--- src/rtl/nrdiv_pkg.sv ---
// Shared types for the nrdiv unsigned non-restoring divider: FSM states,
// default width and the output-select encoding.
package nrdiv_pkg;

    localparam int DEFAULT_WIDTH = 8;

    typedef enum logic [2:0] {
        IDLE  = 3'd0,
        LD_HI = 3'd1,
        LD_LO = 3'd2,
        ITER  = 3'd3,
        FIX   = 3'd4,
        OUT_R = 3'd5,
        OUT_Q = 3'd6
    } state_e;

    typedef enum logic [1:0] {
        OSEL_ZERO = 2'd0,
        OSEL_REM  = 2'd1,
        OSEL_QUO  = 2'd2,
        OSEL_ONES = 2'd3
    } osel_e;

endpackage

--- src/rtl/nrdiv_if.sv ---
// Byte-serial host bus of the divider. The err signal only exists when
// NRDIV_ERR_EN is defined.
interface nrdiv_if #(
    parameter int WIDTH = nrdiv_pkg::DEFAULT_WIDTH
) ();
    // Protocol: host raises enable for one cycle with the divisor on inbus while
    // the device is idle, then presents dividend high and low bytes on the next
    // two cycles. There is no ready: the device answers after a fixed latency with
    // done high for two cycles (remainder, then quotient); outbus is 0 otherwise.
    logic             enable;
    logic [WIDTH-1:0] inbus;
    logic             done;
    logic [WIDTH-1:0] outbus;
`ifdef NRDIV_ERR_EN
    logic             err;

    modport master (output enable, output inbus, input done, input outbus, input err);
    modport slave  (input enable, input inbus, output done, output outbus, output err);
`else
    modport master (output enable, output inbus, input done, input outbus);
    modport slave  (input enable, input inbus, output done, output outbus);
`endif
endinterface

--- src/rtl/nrdiv_addsub.sv ---
// (N)-bit adder/subtractor: y = a + (b ^ {N{sub}}) + sub, carry-out dropped.
module nrdiv_addsub #(
    parameter int N = 9
) (
    input  logic [N-1:0] a,
    input  logic [N-1:0] b,
    input  logic         sub,
    output logic [N-1:0] y
);
    assign y = a + (b ^ {N{sub}}) + {{(N-1){1'b0}}, sub};
endmodule

--- src/rtl/nrdiv.sv ---
// Unsigned non-restoring divider: 2*WIDTH-bit dividend / WIDTH-bit divisor.
// Optional NRDIV_ERR_EN adds an err output and an early overflow/zero-divisor exit.
module nrdiv
    import nrdiv_pkg::*;
#(
    parameter int WIDTH = DEFAULT_WIDTH
) (
    input  logic   clk,
    input  logic   rst,
    nrdiv_if.slave bus,
    output state_e dbg_state
);
    localparam int CW = (WIDTH > 1) ? $clog2(WIDTH) : 1;

    state_e           state_q, state_d;
    logic [WIDTH:0]   a_q, a_d;
    logic [WIDTH-1:0] q_q, q_d;
    logic [WIDTH-1:0] m_q, m_d;
    logic [CW-1:0]    cnt_q, cnt_d;
    logic             done_q, done_d;
    logic [WIDTH-1:0] out_q, out_d;
    osel_e            osel;

    logic [WIDTH:0]   as_a, as_b, as_y;
    logic             as_sub;
    logic [WIDTH:0]   a_shift;

`ifdef NRDIV_ERR_EN
    logic err_q, err_d;
    logic ovf;
    // Quotient fits in WIDTH bits only when dividend_hi < divisor; also traps M=0.
    assign ovf = (a_q[WIDTH-1:0] >= m_q);
`endif

    assign a_shift = {a_q[WIDTH-1:0], q_q[WIDTH-1]};
    assign as_a    = (state_q == FIX) ? a_q : a_shift;
    assign as_b    = {1'b0, m_q};
    assign as_sub  = (state_q == FIX) ? 1'b0 : ~a_q[WIDTH];

    nrdiv_addsub #(.N(WIDTH + 1)) u_addsub (
        .a   (as_a),
        .b   (as_b),
        .sub (as_sub),
        .y   (as_y)
    );

    always_comb begin
        state_d = state_q;
        a_d     = a_q;
        q_d     = q_q;
        m_d     = m_q;
        cnt_d   = cnt_q;
        done_d  = 1'b0;
        osel    = OSEL_ZERO;
`ifdef NRDIV_ERR_EN
        err_d   = 1'b0;
`endif
        case (state_q)
            IDLE: begin
                if (bus.enable) begin
                    m_d     = bus.inbus;
                    state_d = LD_HI;
                end
            end
            LD_HI: begin
                a_d     = {1'b0, bus.inbus};
                state_d = LD_LO;
            end
            LD_LO: begin
                q_d     = bus.inbus;
                cnt_d   = '0;
                state_d = ITER;
`ifdef NRDIV_ERR_EN
                if (ovf) begin
                    a_d     = {1'b0, {WIDTH{1'b1}}};
                    q_d     = '1;
                    state_d = OUT_R;
                    done_d  = 1'b1;
                    osel    = OSEL_ONES;
                    err_d   = 1'b1;
                end
`endif
            end
            ITER: begin
                a_d   = as_y;
                q_d   = {q_q[WIDTH-2:0], ~as_y[WIDTH]};
                cnt_d = cnt_q + CW'(1);
                if (cnt_q == CW'(WIDTH - 1)) begin
                    state_d = FIX;
                end
            end
            FIX: begin
                if (a_q[WIDTH]) begin
                    a_d = as_y;
                end
                state_d = OUT_R;
                done_d  = 1'b1;
                osel    = OSEL_REM;
            end
            OUT_R: begin
                state_d = OUT_Q;
                done_d  = 1'b1;
                osel    = OSEL_QUO;
`ifdef NRDIV_ERR_EN
                err_d   = err_q;
`endif
            end
            OUT_Q: begin
                state_d = IDLE;
            end
            default: begin
                state_d = IDLE;
            end
        endcase
    end

    // Output register is loaded one cycle ahead so done/outbus line up with OUT_R/OUT_Q.
    always_comb begin
        case (osel)
            OSEL_REM:  out_d = a_d[WIDTH-1:0];
            OSEL_QUO:  out_d = q_q;
            OSEL_ONES: out_d = '1;
            default:   out_d = '0;
        endcase
    end

    always_ff @(posedge clk or posedge rst) begin
        if (rst) begin
            state_q <= IDLE;
            a_q     <= '0;
            q_q     <= '0;
            m_q     <= '0;
            cnt_q   <= '0;
            done_q  <= 1'b0;
            out_q   <= '0;
`ifdef NRDIV_ERR_EN
            err_q   <= 1'b0;
`endif
        end else begin
            state_q <= state_d;
            a_q     <= a_d;
            q_q     <= q_d;
            m_q     <= m_d;
            cnt_q   <= cnt_d;
            done_q  <= done_d;
            out_q   <= out_d;
`ifdef NRDIV_ERR_EN
            err_q   <= err_d;
`endif
        end
    end

    assign bus.done   = done_q;
    assign bus.outbus = out_q;
`ifdef NRDIV_ERR_EN
    assign bus.err    = err_q;
`endif
    assign dbg_state  = state_q;

endmodule

--- src/flat_wrapper.sv ---
// flat-port wrapper written by rule: the top's interface ports become plain ports
module nrdiv_flat import nrdiv_pkg::*;
#(
    parameter int WIDTH = DEFAULT_WIDTH
)
  (clk, rst, dbg_state, bus_enable, bus_inbus, bus_done, bus_outbus);
  nrdiv_if #(.WIDTH(WIDTH)) bus_i ();
  input  logic clk;
  input  logic rst;
  output state_e dbg_state;
  input wire logic [$bits(bus_i.enable)-1:0] bus_enable;
  input wire logic [$bits(bus_i.inbus)-1:0] bus_inbus;
  output wire logic [$bits(bus_i.done)-1:0] bus_done;
  output wire logic [$bits(bus_i.outbus)-1:0] bus_outbus;
  assign bus_i.enable = bus_enable;
  assign bus_i.inbus = bus_inbus;
  assign bus_done = bus_i.done;
  assign bus_outbus = bus_i.outbus;
  nrdiv #(.WIDTH(WIDTH)) u_core (.clk(clk), .rst(rst), .bus(bus_i), .dbg_state(dbg_state));
endmodule
--- config.mk ---
export PLATFORM = sky130hd
export DESIGN_NAME = nrdiv_flat
export DESIGN_NICKNAME = d
export VERILOG_FILES = /design/src/rtl/nrdiv_pkg.sv /design/src/rtl/nrdiv_if.sv /design/src/rtl/nrdiv_addsub.sv /design/src/rtl/nrdiv.sv /design/src/flat_wrapper.sv
export SDC_FILE = /design/constraint.sdc
export NUM_CORES = 1
export LEC_CHECK = 0
export CORE_AREA = 2 2 72 67
export CTS_CLUSTER_SIZE = 24
export DETAILED_ROUTE_END_ITERATION = 7
export DIE_AREA = 0 0 74 69
export PLACE_DENSITY = 0.83
export SLEW_MARGIN = 20
export SYNTH_ARGS = -nofsm -noshare
export SYNTH_HDL_FRONTEND = slang
export SYNTH_SLANG_ARGS = --single-unit
--- constraint.sdc ---
create_clock -name clk -period 4.6 [get_ports clk]
set_input_delay 0.46 -clock clk [delete_from_list [all_inputs] [get_ports clk]]
set_output_delay 0.46 -clock clk [all_outputs]
set_load 0.1 [all_outputs]
==> results.sh, run 1 <==
export IMPL_status="completed"
export IMPL_drive_gt1_share_pct=10.8
export IMPL_slowest_stage="dfrtp_1"
export IMPL_yosys_register_bits=40
export IMPL_setup_viol=0
export IMPL_die_x_um=74
export IMPL_place_detailed_hpwl_um=4130
export IMPL_worst_pin_slew_ps=976
export IMPL_r2r_slack_ps=1080
export IMPL_post_cts_buffers=0
export IMPL_nets=298
export IMPL_clk_pin_slew_worst_paths_ps=80
export IMPL_critPathMaxFanout=19
export IMPL_fin_skew_ps=9.54
export IMPL_die_area_um2=5110
export IMPL_synthArstFlopShare_pct=100
export IMPL_cp_buffers_inverters=0
export IMPL_post_route_period_util_pct=76.4
export IMPL_place_gp_congestion=0.906
export IMPL_synth_cell_types=43
export IMPL_wl_um=5590
export IMPL_crit_path_end_kind="flop"
export IMPL_start_kind="flop"
export IMPL_cts_tree="done"
export IMPL_avgSynthCellArea_um2=9.25
export IMPL_synth_area_um2=2400
export IMPL_synth_top_area_share_pct=41.8
export IMPL_slew_viol_final=0
export IMPL_fin_util_pct=62.9
export IMPL_insertion_delay_ps=300
export IMPL_grt_overflow_total=0
export IMPL_die_h_um=69
export IMPL_drt_iter0_drc=176
export IMPL_cts_made_buffers=5
export IMPL_period_minus_slack_ps=3520
export IMPL_grt_pass1_wl_um=9370
export IMPL_path_delay_family="simple AND/OR/NAND/NOR gates"
export IMPL_antenna_found_initial=0
export IMPL_cts_sinks=40
export IMPL_synth_top_cell_by_area="dfrtp_1"
export IMPL_hp_class="flop to flop"
export IMPL_wl_per_cell_um=16.4
export IMPL_final_hold_viol_count=0
export IMPL_maxSlewHeadroom_pct=34.7
export IMPL_via_per_inst=5.82
export IMPL_max_cap_violations=0
export IMPL_start_util_pct=55.1
export IMPL_cts_hold_buf=0
export IMPL_drc=0
export IMPL_rsz0062_at_grt="no"
export IMPL_boundaryPins=23
export IMPL_area_growth_pct=14.1
export IMPL_seq_area_frac_synth_pct=41.8
export IMPL_grt_pass1_vias=1895
export IMPL_antenna_cells=0
export IMPL_synth_edf_count=0
export IMPL_fmax_mhz=284
export IMPL_cpPeakStageDelay_ps=610
export IMPL_yosys_top_cells_area="dfrtp_1 (42%), nand2_1 (6.9%), a21oi_1 (5.2%)"
export IMPL_core_region_area_um2=4350
export IMPL_vias=1978
export IMPL_grt_max_degree=41
export IMPL_fin_tns_setup_ps=0
export IMPL_port_buffers=22
export IMPL_crit_chain="nor3b_4 -> nor2_2 -> xor2_1 -> fa_1 -> a21o_1 -> a21oi_1 -> o211ai_1 -> o31a_1 -> or3b_1 -> nand3_1"
export IMPL_ctsLongestPathBuffers=2
export IMPL_root_buffer="clkbuf_8"
export IMPL_first_pass_iters=5
export IMPL_synthCells=259
export IMPL_synthFlopType="dfrtp_1"
export IMPL_cp_required_ps=4840
export IMPL_h_tree_depth=2
export IMPL_worstSetupPathType="flop to flop"
export IMPL_arrival_ps=3760
export IMPL_grtUsageTotal_pct=24.0
export IMPL_cts_resized=0
export IMPL_ys_warn_count=0
export IMPL_ant_nets=0
export IMPL_syn_nets=280
export IMPL_std_cell_rows=23
[through the flow]
stage          worst slack, ps  instances  instance area (um2)  hold WS, ps
6_report                  1080        340                 2730          483
2_1_floorplan              802        259                 2400          443
3_3_place_gp              1220        332                 2650          456
5_1_grt                    905        340                 2730          537
3_5_place_dp              1130        332                 2650          466
4_1_cts                   1110        340                 2730          485
[synthesized netlist by cell type (2+ instances only)]
master,n
buf_2,5
nor2b_1,5
ha_1,9
nand3_1,5
nand2b_1,2
xnor2_1,7
o21ai_0,7
a21o_1,2
a211oi_1,2
a32oi_1,4
nor2_1,20
nand4_1,2
buf_1,3
clkbuf_1,4
mux2_2,10
mux2i_1,9
o21ai_2,2
nor3_1,2
a21oi_1,25
dfrtp_1,40
and3_1,2
inv_1,7
xor2_1,10
nand2_1,44
or3b_1,2
o21ai_1,2
o22ai_1,11
[layout make-up]
class,count,area (um2)
Inverter,8,30.0
Tap cell,62,77.6
Clock inverter,3,18.8
Timing Repair Buffer,24,235
Clock buffer,5,68.8
Fill cell,367,1610
Sequential cell,40,1000
Multi-Input combinational cell,198,1300
[tightest hold or removal path: stages, from the launching register on]
cell     delay (ps)
dfrtp_1         350
nand2_1          50
nand2_1          50
[kinds of logic after synthesis]
logic type	share of synthesized area [%]
xor+xnor	6.21
simple gates	17.0
flops	41.8
compound gates	17.1
mux	8.46
buf+inv	3.86
fa+ha+maj	5.54
[worst paths after layout]
| path | to | start | depth (start not counted) |
|---|---|---|---|
| max in group asynchronous | u_core.m_q[3]$_DFFE_PP0P_ | rst | 3 |
| setup reg to reg | u_core.q_q[0]$_DFFE_PP0P_ | u_core.dbg_state[1]$_DFFE_PP0P_ | 10 |
| hold / removal | u_core.cnt_q[1]$_DFFE_PP0P_ | u_core.cnt_q[1]$_DFFE_PP0P_ | 2 |
| hold reg to reg | u_core.cnt_q[1]$_DFFE_PP0P_ | u_core.cnt_q[1]$_DFFE_PP0P_ | 2 |
| setup / recovery | u_core.q_q[0]$_DFFE_PP0P_ | u_core.dbg_state[1]$_DFFE_PP0P_ | 10 |
| min in group asynchronous | u_core.a_q[7]$_DFF_PP0_ | rst | 3 |
[layout by cell type, fill, tap and decap left out, types with 4 or more instances in the layout]
| cell | netlist | layout |
|---|---|---|
| o21ai_0 | 7 | 7 |
| clkdlybuf4s50_1 | 0 | 22 |
| xnor2_1 | 7 | 7 |
| nor2_1 | 20 | 20 |
| inv_1 | 7 | 7 |
| a21oi_1 | 25 | 25 |
| o22ai_1 | 11 | 11 |
| xor2_1 | 10 | 10 |
| clkbuf_8 | 0 | 5 |
| nand2_1 | 44 | 44 |
| dfrtp_1 | 40 | 40 |
| mux2i_1 | 9 | 9 |
| a32oi_1 | 4 | 4 |
| mux2_2 | 10 | 10 |
| nand3_1 | 5 | 5 |
| ha_1 | 9 | 9 |
| nor2b_1 | 5 | 5 |
[registers in the layout (all words and copies together) (netlist names)]
| signal | flops |
|---|---|
| u_core.bus.outbus | 8 |
| u_core.a_q | 9 |
| u_core.m_q | 8 |
| u_core.bus.done | 1 |
| u_core.dbg_state | 3 |
| u_core.cnt_q | 3 |
| u_core.q_q | 8 |
[per-layer routing]
layer,GRT usage (%),routed length [um],vias up
li1,-,-,938
met1,35.2,2470,955
met2,34.7,2650,73
met3,4.68,352,12
met4,9.29,119,0
met5,0,0,-
Power of run 1 is left out: the tool's default activity adds up to more than one toggle a clock period on the data nets, which glitch-free logic cannot reach.
==> run 2, diff against run 1 <==
==> constraint.sdc (replaced) <==
create_clock -name clk -period 3.3 [get_ports clk]
set_input_delay 0.33 -clock clk [delete_from_list [all_inputs] [get_ports clk]]
set_output_delay 0.33 -clock clk [all_outputs]
set_load 0.1 [all_outputs]
==> run 2 against run 1 <==
First-iteration DRC count rose by 24%. Critical path depth unchanged. Die area did not move. Maximum frequency is 17% higher. Cell count up 1.8%. Via count is 2.8% higher. Critical endpoint unchanged. Register-to-register slack got worse by 800 ps. Hold slack got worse by 58 ps. Sequential share of layout area down 0.85 points. Design area rose by 3.5%. Non-clock buffer count is 6 higher.
==> results.sh, run 2 (synthesis gave the netlist of run 1 again) <==
export IMPL_maxSlewHeadroom_pct=34.9
export IMPL_worstSetupPathType="flop to flop"
export IMPL_first_pass_iters=6
export IMPL_place_detailed_hpwl_um=4230
export IMPL_final_hold_viol_count=0
export IMPL_die_area_um2=5110
export IMPL_post_dp_cell_area_um2=2700
export IMPL_slew_viol_final=0
export IMPL_cts_hold_buf=0
export IMPL_boundaryPins=23
export IMPL_vias=2034
export IMPL_crit_path_end_kind="flop"
export IMPL_cts_sinks=40
export IMPL_hp_class="input port to async pin"
export IMPL_largest_reg_flops=9
export IMPL_cp_required_ps=3530
export IMPL_fin_skew_ps=6.74
export IMPL_antenna_cells=0
export IMPL_via_per_inst=5.88
export IMPL_port_buffers=22
export IMPL_root_buffer="clkbuf_8"
export IMPL_antenna_found_initial=0
export IMPL_cts_resized=0
export IMPL_post_route_period_util_pct=91.4
export IMPL_grtUsageTotal_pct=24.5
export IMPL_layoutNonFillerInstCount=346
export IMPL_place_gp_congestion=0.854
export IMPL_insertion_delay_ps=290
export IMPL_grt_pass1_wl_um=9670
export IMPL_final_cell_mix="nand2_1 (44), dfrtp_1 (37), a21oi_1 (25), nor2_1 (20), clkdlybuf4s50_1 (20)"
export IMPL_grt_pass1_vias=2011
export IMPL_mostFrequentLayoutCell="nand2_1"
export IMPL_std_cell_rows=23
export IMPL_setup_viol=0
export IMPL_ant_nets=0
export IMPL_die_x_um=74
export IMPL_critPathMaxFanout=7
export IMPL_rsz0062_at_grt="no"
export IMPL_grt_overflow_total=0
export IMPL_drive_gt1_share_pct=14.4
export IMPL_arrival_ps=3250
export IMPL_drt_iter0_drc=218
export IMPL_die_h_um=69
export IMPL_nets=304
export IMPL_cts_made_buffers=5
export IMPL_core_region_area_um2=4350
export IMPL_drc=0
export IMPL_numPlacedInstances=338
export IMPL_status="completed"
export IMPL_wl_per_cell_um=16.4
export IMPL_fin_util_pct=65.1
export IMPL_fin_tns_setup_ps=0
export IMPL_post_cts_buffers=0
export IMPL_fmax_mhz=332
export IMPL_area_growth_pct=18.1
export IMPL_max_flop_register="u_core.a_q"
export IMPL_nFillCells=371
export IMPL_period_minus_slack_ps=3020
export IMPL_max_cap_violations=0
export IMPL_grt_max_degree=30
export IMPL_stdcell_area_um2=2830
export IMPL_h_tree_depth=2
export IMPL_ctsLongestPathBuffers=2
export IMPL_worst_pin_slew_ps=974
export IMPL_start_util_pct=55.1
export IMPL_wl_um=5670
export IMPL_cts_tree="done"
export IMPL_start_kind="flop"
export IMPL_clk_pin_slew_worst_paths_ps=80
run 2: cell count changes in the layout (fill, tap and decap cells not counted):
cell             change
inv_1                -1
buf_4                +8
inv_2                +1
dfrtp_4              +3
clkbuf_1             +1
clkdlybuf4s50_1      -2
clkinv_2             -2
clkinv_4             -1
bufinv_16            +2
dfrtp_1              -3
run 2: worst paths after layout:
| check | startpoint | endpoint | slack, ps | cells past startpoint |
|---|---|---|---|---|
| setup / recovery | u_core.dbg_state[0]$_DFFE_PP0P_ | u_core.q_q[0]$_DFFE_PP0P_ | 280 | 10 |
| max in group asynchronous | rst | u_core.m_q[4]$_DFFE_PP0P_ | 2300 | 3 |
| hold reg to reg | u_core.cnt_q[1]$_DFFE_PP0P_ | u_core.cnt_q[1]$_DFFE_PP0P_ | 510 | 2 |
| min in group clk | u_core.cnt_q[1]$_DFFE_PP0P_ | u_core.cnt_q[1]$_DFFE_PP0P_ | 510 | 2 |
| hold / removal | rst | u_core.q_q[3]$_DFFE_PP0P_ | 420 | 2 |
| setup reg to reg | u_core.dbg_state[0]$_DFFE_PP0P_ | u_core.q_q[0]$_DFFE_PP0P_ | 280 | 10 |
run 2: cell type report:
cell class	instances	area, um2	share of cell area (%)
Multi-Input combinational cell	198	1300	46.0
Sequential cell	40	1010	35.8
Timing Repair Buffer	30	275	9.73
Tap cell	62	77.6	2.74
Clock buffer	6	72.6	2.56
Clock inverter	2	60.1	2.12
Inverter	8	30.0	1.06
run 2: through the flow:
stage	hold WS (ps)	setup slack, ps
6_report	425	284
5_1_grt	481	135
4_1_cts	520	286
3_5_place_dp	502	332
3_3_place_gp	453	406
2_1_floorplan	443	5.67
run 2: routing by layer:
| layer | GRT usage (%) | vias up | wire length, um |
|---|---|---|---|
| met2 | 37.4 | 84 | 2760 |
| li1 | - | 953 | - |
| met5 | 0 | - | 0 |
| met3 | 5.26 | 19 | 305 |
| met4 | 9.70 | 0 | 163 |
| met1 | 33.6 | 978 | 2440 |
run 2: worst max-delay path, stage by stage, from the launching register on:
cell and delay, ps:
dfrtp_4 530, nor3b_4 280, a21oi_1 140, a31o_2 250, fa_1 420, a21o_1 200
a21oi_1 210, o211ai_1 160, o31a_1 300, or3b_1 360, nand3_1 80
Power of run 2 is left out for the same reason.
==> run 3, diff against run 2 <==
--- a/config.mk
+++ b/config.mk
@@ -6,6 +6,7 @@
 export NUM_CORES = 1
 export LEC_CHECK = 0
 export CORE_AREA = 2 2 72 67
+export CTS_CLUSTER_DIAMETER = 80
 export CTS_CLUSTER_SIZE = 24
 export DETAILED_ROUTE_END_ITERATION = 7
 export DIE_AREA = 0 0 74 69
==> results of run 3 <==
No change in the layout: final DEF, timing and power equal those of run 2.
Power of run 3 is left out for the same reason.
